===== src/rtl/neq_stream_monitor_pkg.sv =====
// Shared types and helpers for the neq_stream_monitor block.
// Holds the FSM state encoding and the saturating-counter ceiling helper.
package neq_stream_monitor_pkg;

  typedef enum logic [1:0] {
    IDLE = 2'd0,
    RUN  = 2'd1,
    HALT = 2'd2
  } state_t;

  // All-ones value for a counter of the given width (widths up to 64 bits).
  function automatic logic [63:0] cnt_max(input int unsigned w);
    if (w >= 64) return '1;
    return (64'd1 << w) - 64'd1;
  endfunction

endpackage


===== src/rtl/StructuralLogicalNEQ.sv =====
// N-bit structural not-equal comparator: per-bit XOR feeding an OR chain.
// Purely combinational; neq is 1 when any bit of a differs from b.
module StructuralLogicalNEQ #(
  parameter int N = 8
) (
  input  logic [N-1:0] a,
  input  logic [N-1:0] b,
  output logic         neq
);

  logic [N-1:0] w_diff;
  logic [N:0]   w_any;

  assign w_any[0] = 1'b0;

  for (genvar i = 0; i < N; i++) begin : g_bit
    xor u_xor (w_diff[i], a[i], b[i]);
    or  u_or  (w_any[i+1], w_any[i], w_diff[i]);
  end

  assign neq = w_any[N];

endmodule


===== src/rtl/neq_stream_monitor.sv =====
// Streaming NEQ monitor: accepts (a,b) pairs, emits a registered a!=b result,
// counts mismatches (saturating) and can halt on the first mismatch.
// Optional first-mismatch capture ports: define NEQ_STREAM_MONITOR_FIRST_CAPTURE_EN.
module neq_stream_monitor
  import neq_stream_monitor_pkg::*;
#(
  parameter int N           = 8,
  parameter int CNT_W       = 16,
  parameter bit HALT_ON_NEQ = 1'b0
) (
  input  logic             clk,
  input  logic             rst_n,
  input  logic             enable,
  input  logic             clear,
  input  logic             in_valid,
  output logic             in_ready,
  input  logic [N-1:0]     a,
  input  logic [N-1:0]     b,
  output logic             out_valid,
  input  logic             out_ready,
  output logic             out_neq,
  output logic [CNT_W-1:0] mismatch_cnt,
  output logic             cnt_sat,
  output logic             halted
`ifdef NEQ_STREAM_MONITOR_FIRST_CAPTURE_EN
  ,
  output logic [N-1:0]     first_a,
  output logic [N-1:0]     first_b,
  output logic             first_vld
`endif
);

  localparam logic [CNT_W-1:0] CNT_MAX = CNT_W'(cnt_max(CNT_W));

  state_t           r_state;
  logic             r_out_valid;
  logic             r_out_neq;
  logic [CNT_W-1:0] r_cnt;

  logic w_neq;
  logic w_accept;
  logic w_mismatch;

  StructuralLogicalNEQ #(.N(N)) u_neq (
    .a   (a),
    .b   (b),
    .neq (w_neq)
  );

  // clear masks in_ready so a coincident pair is never accepted; in_valid
  // stays out of this path so the source may wait on in_ready.
  assign in_ready   = (r_state == RUN) && (!r_out_valid || out_ready) && !clear;
  assign w_accept   = in_valid && in_ready;
  // Gating with w_accept keeps X on unaccepted a/b away from every register.
  assign w_mismatch = w_accept && w_neq;

  // NOTE: sequential state uses non-blocking (<=) so every register samples
  // the pre-edge values of its peers; blocking here would create ordering races.
  always_ff @(posedge clk or negedge rst_n) begin
    if (!rst_n) begin
      r_state     <= IDLE;
      r_out_valid <= 1'b0;
      r_out_neq   <= 1'b0;
      r_cnt       <= '0;
    end else if (clear) begin
      r_state     <= enable ? RUN : IDLE;
      r_out_valid <= 1'b0;
      r_cnt       <= '0;
    end else begin
      unique case (r_state)
        IDLE:    if (enable) r_state <= RUN;
        RUN: begin
          if (HALT_ON_NEQ && w_mismatch) r_state <= HALT;
          else if (!enable)              r_state <= IDLE;
        end
        HALT:    r_state <= HALT;
        default: r_state <= IDLE;
      endcase

      if (w_accept) begin
        r_out_valid <= 1'b1;
        r_out_neq   <= w_neq;
      end else if (out_ready) begin
        r_out_valid <= 1'b0;
      end

      if (w_mismatch && (r_cnt != CNT_MAX)) r_cnt <= r_cnt + 1'b1;
    end
  end

  assign out_valid    = r_out_valid;
  assign out_neq      = r_out_neq;
  assign mismatch_cnt = r_cnt;
  assign cnt_sat      = (r_cnt == CNT_MAX);
  assign halted       = (r_state == HALT);

`ifdef NEQ_STREAM_MONITOR_FIRST_CAPTURE_EN
  logic [N-1:0] r_first_a;
  logic [N-1:0] r_first_b;
  logic         r_first_vld;

  always_ff @(posedge clk or negedge rst_n) begin
    if (!rst_n) begin
      r_first_a   <= '0;
      r_first_b   <= '0;
      r_first_vld <= 1'b0;
    end else if (clear) begin
      r_first_a   <= '0;
      r_first_b   <= '0;
      r_first_vld <= 1'b0;
    end else if (w_mismatch && !r_first_vld) begin
      r_first_a   <= a;
      r_first_b   <= b;
      r_first_vld <= 1'b1;
    end
  end

  assign first_a   = r_first_a;
  assign first_b   = r_first_b;
  assign first_vld = r_first_vld;
`endif

endmodule


===== config.mk =====
export PLATFORM = sky130hd
export DESIGN_NAME = neq_stream_monitor
export DESIGN_NICKNAME = d
export VERILOG_FILES = /design/src/rtl/neq_stream_monitor_pkg.sv /design/src/rtl/StructuralLogicalNEQ.sv /design/src/rtl/neq_stream_monitor.sv
export SDC_FILE = /design/constraint.sdc
export NUM_CORES = 1
export LEC_CHECK = 0
export CAP_MARGIN = 20
export CORE_ASPECT_RATIO = 1.1
export CORE_MARGIN = 3
export CORE_UTILIZATION = 41
export DETAILED_ROUTE_END_ITERATION = 10
export PLACE_DENSITY = 0.77
export SLEW_MARGIN = 20
export SYNTH_ARGS = -nofsm -noshare
export SYNTH_HDL_FRONTEND = slang
export SYNTH_SLANG_ARGS = --single-unit

===== constraint.sdc =====
create_clock -name clk -period 1.9 [get_ports clk]
set_clock_uncertainty 0.05 [all_clocks]
set_input_delay 0.38 -clock clk [delete_from_list [all_inputs] [get_ports clk]]
set_output_delay 0.38 -clock clk [all_outputs]
set_load 0.1 [all_outputs]

**After elaboration in Yosys (flattened, before gate mapping)**

Index checks and enable logic that the tools add are counted.

- Register bits after elaboration: 20
- Latch bits: 0
- Memory bits (writable): 0
- ROM bits: 0
- Input port bits: 22
- Output and inout bits: 21
- Word-level logic and storage cells: 50
- Memories: 0

- $add $sub $neg: 1
- Multiply operators: 0
- Div/mod/pow operators: 0
- Magnitude comparators: 0
- Equality and inequality tests: 6
- Shift operators: 0
- Multiplexer cells: 10
- Bitwise logic cells: 16
- Reductions and logical operators: 13

Operators with widths:

| cell | number |
|---|---|
| 16-bit two-way mux | 2 |
| 16-bit by 1-bit adder with 16-bit output, second input constant | 1 |
| 16-bit == test, second input constant | 1 |
| 16-bit inequality test, second input constant | 1 |
| 1-bit bitwise XOR | 8 |
| 1-bit OR | 7 |
| 2-bit two-way mux | 3 |
| 3-bit inequality test, second input constant | 2 |
| 2-bit case mux with 3 select lines | 1 |
| 1-bit logical AND | 5 |
| 1-bit two-way mux | 4 |
| 2-bit AND reduction | 2 |
| 3-bit nonzero test | 1 |
| 2-bit by 1-bit == test with 1-bit output, second input constant | 1 |
| 2-bit == test, second input constant | 1 |
| 1-bit zero test | 2 |
| 2-bit zero test | 1 |
| 2-bit nonzero test | 1 |
| 1-bit logical OR | 1 |
| 1-bit inverter | 1 |

**Logic depth before layout (Yosys ltp)**

Gate-level depths: netlist of the first run.

- Word-level depth: 12
- Mapped depth: 8
- Mapped depth without buffers: 6

**By module**

From an unflattened synthesis of the first run, not the netlist that was laid out.

- Cells, all modules: 128
- Area, all modules: 1189.9 sq um

By module, submodules not included:

| module | times used | cells each | area each (sq um) | sequential area each (sq um) |
|---|---|---|---|---|
| neq_stream_monitor | 1 | 117 | 1103.6 | 500.5 |
| StructuralLogicalNEQ | 1 | 11 | 86.3 | 0.0 |

**Worst setup path before layout of the first run**

No wires, ideal clock.

- Path type: reg-to-output
- Start point: register r_cnt[6], in the netlist mismatch_cnt[6]
- End point: output port cnt_sat
- Arrival: 2.415 ns
- Required time: 1.470 ns
- Setup slack: -0.945 ns
- Cell stages (with the launch flop): 4
- Buffers on the path: 0
- Cell sequence: dfrtp_1 nand3_1 nor4_1 and3_1

- Cells in the longest elaborated chain, start to end: 1

Ends and longest elaborated chain:

| item | line | text |
|---|---|---|
| from (decl) | neq_stream_monitor.sv:38 | `logic [CNT_W-1:0] r_cnt;` |
| from (signal assigned) | neq_stream_monitor.sv:87 | `if (w_mismatch && (r_cnt != CNT_MAX)) r_cnt <= r_cnt + 1'b1;` |
| 16-bit == test | neq_stream_monitor.sv:94 | `assign cnt_sat = (r_cnt == CNT_MAX);` |
| to (decl) | neq_stream_monitor.sv:23 | `output logic cnt_sat,` |

Every way passes these cells.

**Worst setup path after layout of the first run**

- Start point: register r_cnt[1], in the netlist mismatch_cnt[1]
- End point: output port cnt_sat

The elaborated chain is that of the path after synthesis.

==> results of run 1 <==
power breakdown:
part | switching, mW | leakage (nW) | internal, mW | total (mW)
sequential | 0.0112 | 0.241 | 0.436 | 0.448
combinational | 0.149 | 0.708 | 0.113 | 0.262
clock | 0.152 | 0.0279 | 0.214 | 0.365
sequential cells by signal, summed over array words and instances (netlist names):
signal,flops
r_state,2
out_valid,1
out_neq,1
mismatch_cnt,16
layout make-up:
cell class              count  area, um^2
clock inverters             1       30.03
fillers                   161       484.2
clock buffers               3       22.52
well taps                  33       41.29
inverters                   5       18.77
flip-flops and latches     20       556.8
multi-input cells         106       938.4
repair buffers             57       760.7
metal layers:
metal  up-vias  global-route usage  routed length [um]
met5         -                   0                   0
met4         0             0.07365                 130
met3        16             0.04242                 313
met2        61              0.3771                2319
met1       658              0.2929                1566
li1        618                   -                   -
what timing repair did:
action                                 CTS  global route
gates cloned                             1             0
pin swaps                                5            10
setup endpoints to repair               17            17
buffers inserted                         2             5
endpoints found under the hold margin    0             0
resized for setup                       12            30
worst register-to-register path, cell delays in order, from the launching register on:
cell and delay, ns:
dfrtp_4 0.45, buf_4 0.15, nand4_1 0.22, or4_4 0.51, o21ai_1 0.14, nor3_1 0.06, a211o_1 0.26
path summary, 6_finish.rpt:
kind / to / slack, ns / cells after the start
min in group clk: out_neq$_DFFE_PN0P_ / 0.51 / 2
setup / recovery: cnt_sat / -0.20 / 5
max in group asynchronous: mismatch_cnt[12]$_DFFE_PN0P_ / 1.23 / 2
setup reg to reg: mismatch_cnt[15]$_DFFE_PN0P_ / -0.04 / 6
hold / removal: mismatch_cnt[4]$_DFFE_PN0P_ / 0.33 / 2
hold reg to reg: out_neq$_DFFE_PN0P_ / 0.51 / 2
kinds of logic after synthesis:
kind of cell / after synthesis
AND/OR/NAND/NOR: 61
XOR/XNOR: 8
adder cells (fa/ha/maj): 1
AO/OA/AOI/OAI: 34
flip-flops: 20
multiplexers: 1
buffers and inverters: 9
cell usage in the layout, fill, tap and decap left out, types with 2 or more instances in the layout:
master,n
a21o_4,2
nor3b_1,2
dfrtp_1,3
and2_1,2
and3_2,2
a21oi_2,4
buf_12,21
a211oi_1,2
nand3_1,7
nor4_4,3
dlygate4sd2_1,3
clkbuf_4,3
a211o_1,2
o31ai_1,4
and3_1,5
nand3_4,3
nor2_1,3
and3_4,2
nand4_1,3
dfrtp_4,14
inv_1,5
nor4_1,2
o21ai_0,7
dfrtp_2,3
a21o_1,2
or4_4,4
xor2_2,7
buf_4,14
dlymetal6s2s_1,7
nor3_1,3
a21oi_1,4
nand2_1,7
clkdlybuf4s50_1,11
==> results.cfg, run 1 <==
[outcome]
status = finished, violations left
violations = setup timing

[floorplanning]
coreArea_um2 = 2853
floorplan.initialDensity = 0.4447
rows = 20
die_w_um = 59.04
die_h_um = 64.34
die_area_um2 = 3799
ios = 43

[sta]
min_period_ns = 2.100
tns_ns = -0.2380
maxSlewViolCount = 0
worst_pin_slew_ns = 0.3709
rsz0062_at_grt = yes
setup_slack_ns = -0.2000
hold-worst-slack_ns = 0.3291
maxSlewHeadroom = 0.7509
max_freq_mhz = 476.2
layout_worst_path_cycle_share = 1.105
setup_viol = 2
final-hold-violation-count = 0

[worst_setup_path]
startpoint = mismatch_cnt[1]$_DFFE_PN0P_
worstPathCellList = ha_4 -> nand4_1 -> nor4_4 -> and3_4 -> buf_12
cp_max_fo = 5
reg2reg_from = mismatch_cnt[1]$_DFFE_PN0P_
worst_setup_path_start_kind = flip-flop
cp.required_ns = 1.47
critPathBufInv = 1
slowest_stage = dfrtp_4
cp-end-kind = output port
path_class = reg2out
max_stage_delay_ns = 0.45
cp_top_family = simple AND/OR/NAND/NOR gates
arrival_ns = 1.67

[synthesis]
ys_ff_latch = 20
syn_nets = 157
synth_cell_types = 41
post-synth-top-area-fraction = 0.3945
syn_avg_cell_area_um2 = 9.468
synthTopCellsByArea = dfrtp_1 (39%), xor2_1 (5.5%), nand3_1 (3.9%)
synth.most_common_cell = dfrtp_1
synth.top_cells.by_count = dfrtp_1 (20), nand3_1 (10), a21oi_1 (8), xor2_1 (8)
ys_seq_area_frac = 0.3945
yosys.area_share.adder = 0.009862
syn_inst = 134
yosys.area_share.simple = 0.3037
netlist_area_um2 = 1269
ys_warn_count = 0
synth-main-ff-cell = dfrtp_1
synth_compound_area_frac = 0.1746
synth_top_family_by_area = simple AND/OR/NAND/NOR gates
synthArstFlopShare = 1.000
yosys.area.top_type = dfrtp_1
synth_mux_area_frac = 0.007890
synth_edf_count = 0
synth-xor-area-share = 0.05523

[cts]
path_clk_slew_ns = 0.13
cts_tree = done
clkSinkCount = 20
postCtsHoldBufs = 0
cts-root-buf = clkbuf_4
cts_max_level = 1
numCtsBuffers = 3
cts_max_path_buffers = 2
clk_latency_ns = 0.32

[cells_and_area]
final_cells = 225
diodes = 0
nets = 216
area_growth_syn_to_layout_pct = 86.69
fin_area_um2 = 2369
drive_above_1_share = 0.5156
postLayoutCoreUtil = 0.8303

[grt]
grt_usage = 0.2274
antenna_found_initial = 0
grt_pass1_vias = 1475
grt_max_degree = 21
grt_pass1_wl_mm = 6.720
grt_overflow = 0

[placed_design]
dp.cells = 213
post-place-ws_ns = -0.5801
placed_cell_area_um2 = 2057
hpwl_mm = 2.781
gp_congestion = 0.9027
port_buffers = 42

[power_and_ir_drop]
total_power_mw = 1.075
power_density_nw_per_um2 = 453.9
power.leakage_nw = 0.9764
ir_drop_mv = 0.5721

[min_path]
min_path_type = in2async

[route]
vias = 1353
ant_nets = 0
drt-total-wl_mm = 4.330
wire_per_inst_um = 19.24
avgViaCountPerCell = 6.013
drc = 0
dr.pass1.iters = 4
drt_iter0_drc = 54

[flow_run]
maxCapViolCount = 0
No activity file was read; power rests on OpenSTA's default activity.
==> inputs of run 2 (changes only) <==
--- a/config.mk
+++ b/config.mk
@@ -7,7 +7,7 @@
 export LEC_CHECK = 0
 export CAP_MARGIN = 20
 export CORE_ASPECT_RATIO = 1.1
-export CORE_MARGIN = 3
+export CORE_MARGIN = 4
 export CORE_UTILIZATION = 41
 export DETAILED_ROUTE_END_ITERATION = 10
 export PLACE_DENSITY = 0.77
==> run 2 against run 1 <==
The run still ends with setup timing left. Cell count is 3.6% higher. Sequential power barely moved. Core utilization shrank 1.1 points. Critical path type unchanged. Critical endpoint unchanged. Largest power group unchanged. Highest routed layer unchanged.
==> results.cfg, run 2 (synthesis gave the netlist of run 1 again) <==
[outcome]
status = finished, violations left
violations = setup timing

[min_path]
min_path_type = in2async

[sta]
worst_pin_slew_ns = 0.3134
layout_worst_path_cycle_share = 1.096
maxSlewHeadroom = 0.7893
rsz0062_at_grt = yes
max_freq_mhz = 480.0
setup_slack_ns = -0.1833
min_period_ns = 2.083
final-hold-violation-count = 0
setup_viol = 4
hold-worst-slack_ns = 0.3242
maxSlewViolCount = 0

[route]
vias = 1389
avgViaCountPerCell = 5.961
dr.pass1.iters = 4
wire_per_inst_um = 18.56
drt_iter0_drc = 53
drt-total-wl_mm = 4.324
ant_nets = 0
drc = 0

[placed_design]
gp_congestion = 0.8627
hpwl_mm = 2.725
placed_cell_area_um2 = 2085
port_buffers = 42

[cells_and_area]
drive_above_1_share = 0.5050
diodes = 0
nets = 224
largest_reg_flops = 16
area_growth_syn_to_layout_pct = 85.80
fin_area_um2 = 2357
mostFrequentLayoutCells = buf_12 (22), buf_4 (20), dfrtp_4 (14)
layout_commonest_cell = buf_12

[power_and_ir_drop]
power_density_nw_per_um2 = 394.0
ir_drop_mv = 0.4751
power.leakage_nw = 1.027

[cts]
cts_max_path_buffers = 2
clk_latency_ns = 0.32
cts_max_level = 1
cts-root-buf = clkbuf_4
cts_tree = done
numCtsBuffers = 3
path_clk_slew_ns = 0.13
clkSinkCount = 20

[grt]
grt_max_degree = 21
grt_pass1_vias = 1428
grt_overflow = 0
antenna_found_initial = 0
grt_pass1_wl_mm = 6.575
grt_usage = 0.2152

[floorplanning]
floorplan.initialDensity = 0.4409
die_area_um2 = 4049
die_w_um = 61.04
ios = 43
rows = 20
die_h_um = 66.34
coreArea_um2 = 2878

[worst_setup_path]
arrival_ns = 1.65
cp.required_ns = 1.47
cp-end-kind = output port
cp_max_fo = 5
worst_setup_path_start_kind = flip-flop
path_class = reg2out

[flow_run]
maxCapViolCount = 0
## run 2: worst max-delay path: stages, from the launching register on
cell,delay (ns)
dfrtp_4,0.48
nand3_2,0.15
nor4_4,0.30
and3_4,0.23
buf_12,0.17
## run 2: final cells by class
cell class                 count  area, um^2
sequential                    20       556.8
clock buffer                   4       26.28
multi-input combinational    105       859.6
tap                           33       41.29
inverter                       5       18.77
fill                         163       520.5
timing repair buffer          66       854.6
## run 2: final timing paths
check / from / endpoint / slack [ns] / cells after the start
setup / recovery: mismatch_cnt[8]$_DFFE_PN0P_ / cnt_sat / -0.18 / 4
hold / removal: rst_n / mismatch_cnt[6]$_DFFE_PN0P_ / 0.32 / 2
setup reg to reg: mismatch_cnt[1]$_DFFE_PN0P_ / mismatch_cnt[15]$_DFFE_PN0P_ / -0.06 / 6
hold reg to reg: r_state[1]$_DFFE_PN0P_ / r_state[0]$_DFFE_PN0P_ / 0.50 / 1
max in group asynchronous: rst_n / mismatch_cnt[9]$_DFFE_PN0P_ / 1.22 / 2
min in group clk: out_ready / out_valid$_DFFE_PN0P_ / 0.42 / 4
## run 2: report_power, final
| part | internal (mW) | leakage [nW] | switching, mW |
|---|---|---|---|
| clock network | 0.0823 | 0.0150 | 0.150 |
| registers | 0.436 | 0.241 | 0.0104 |
| logic | 0.112 | 0.772 | 0.138 |
| total | 0.630 | 1.03 | 0.298 |
## run 2: timing repair
item                                    4_1_cts  5_1_grt
hold buffers                                  0        0
pin swaps                                    12        9
buffers inserted                              9        4
cloned                                        1        0
gates resized for setup                      26       23
endpoints found under the setup margin       14       18
## run 2: metrics by stage
stage | power, mW | setup slack (ns) | TNS [ns] | cells | utilization
global placement | 0.6812 | -0.3258 | -4.675 | 215 | 0.7243
floorplan | 0.5678 | -0.07096 | -0.1832 | 134 | -
finish | 0.9288 | -0.1833 | -0.3038 | 233 | 0.8191
detailed placement | 0.6843 | -0.4613 | -5.847 | 215 | 0.7243
global route | 0.9666 | -0.2410 | -0.5960 | 233 | 0.8191
CTS | 0.9278 | -0.2063 | -0.2247 | 229 | 0.7800
## run 2: routing by layer
metal | GRT usage | up-vias | wire length (um)
met5 | 0 | - | 0
met2 | 0.3770 | 81 | 2281
met4 | 0.07046 | 0 | 62
li1 | - | 641 | -
met3 | 0.04883 | 7 | 342
met1 | 0.2512 | 660 | 1637
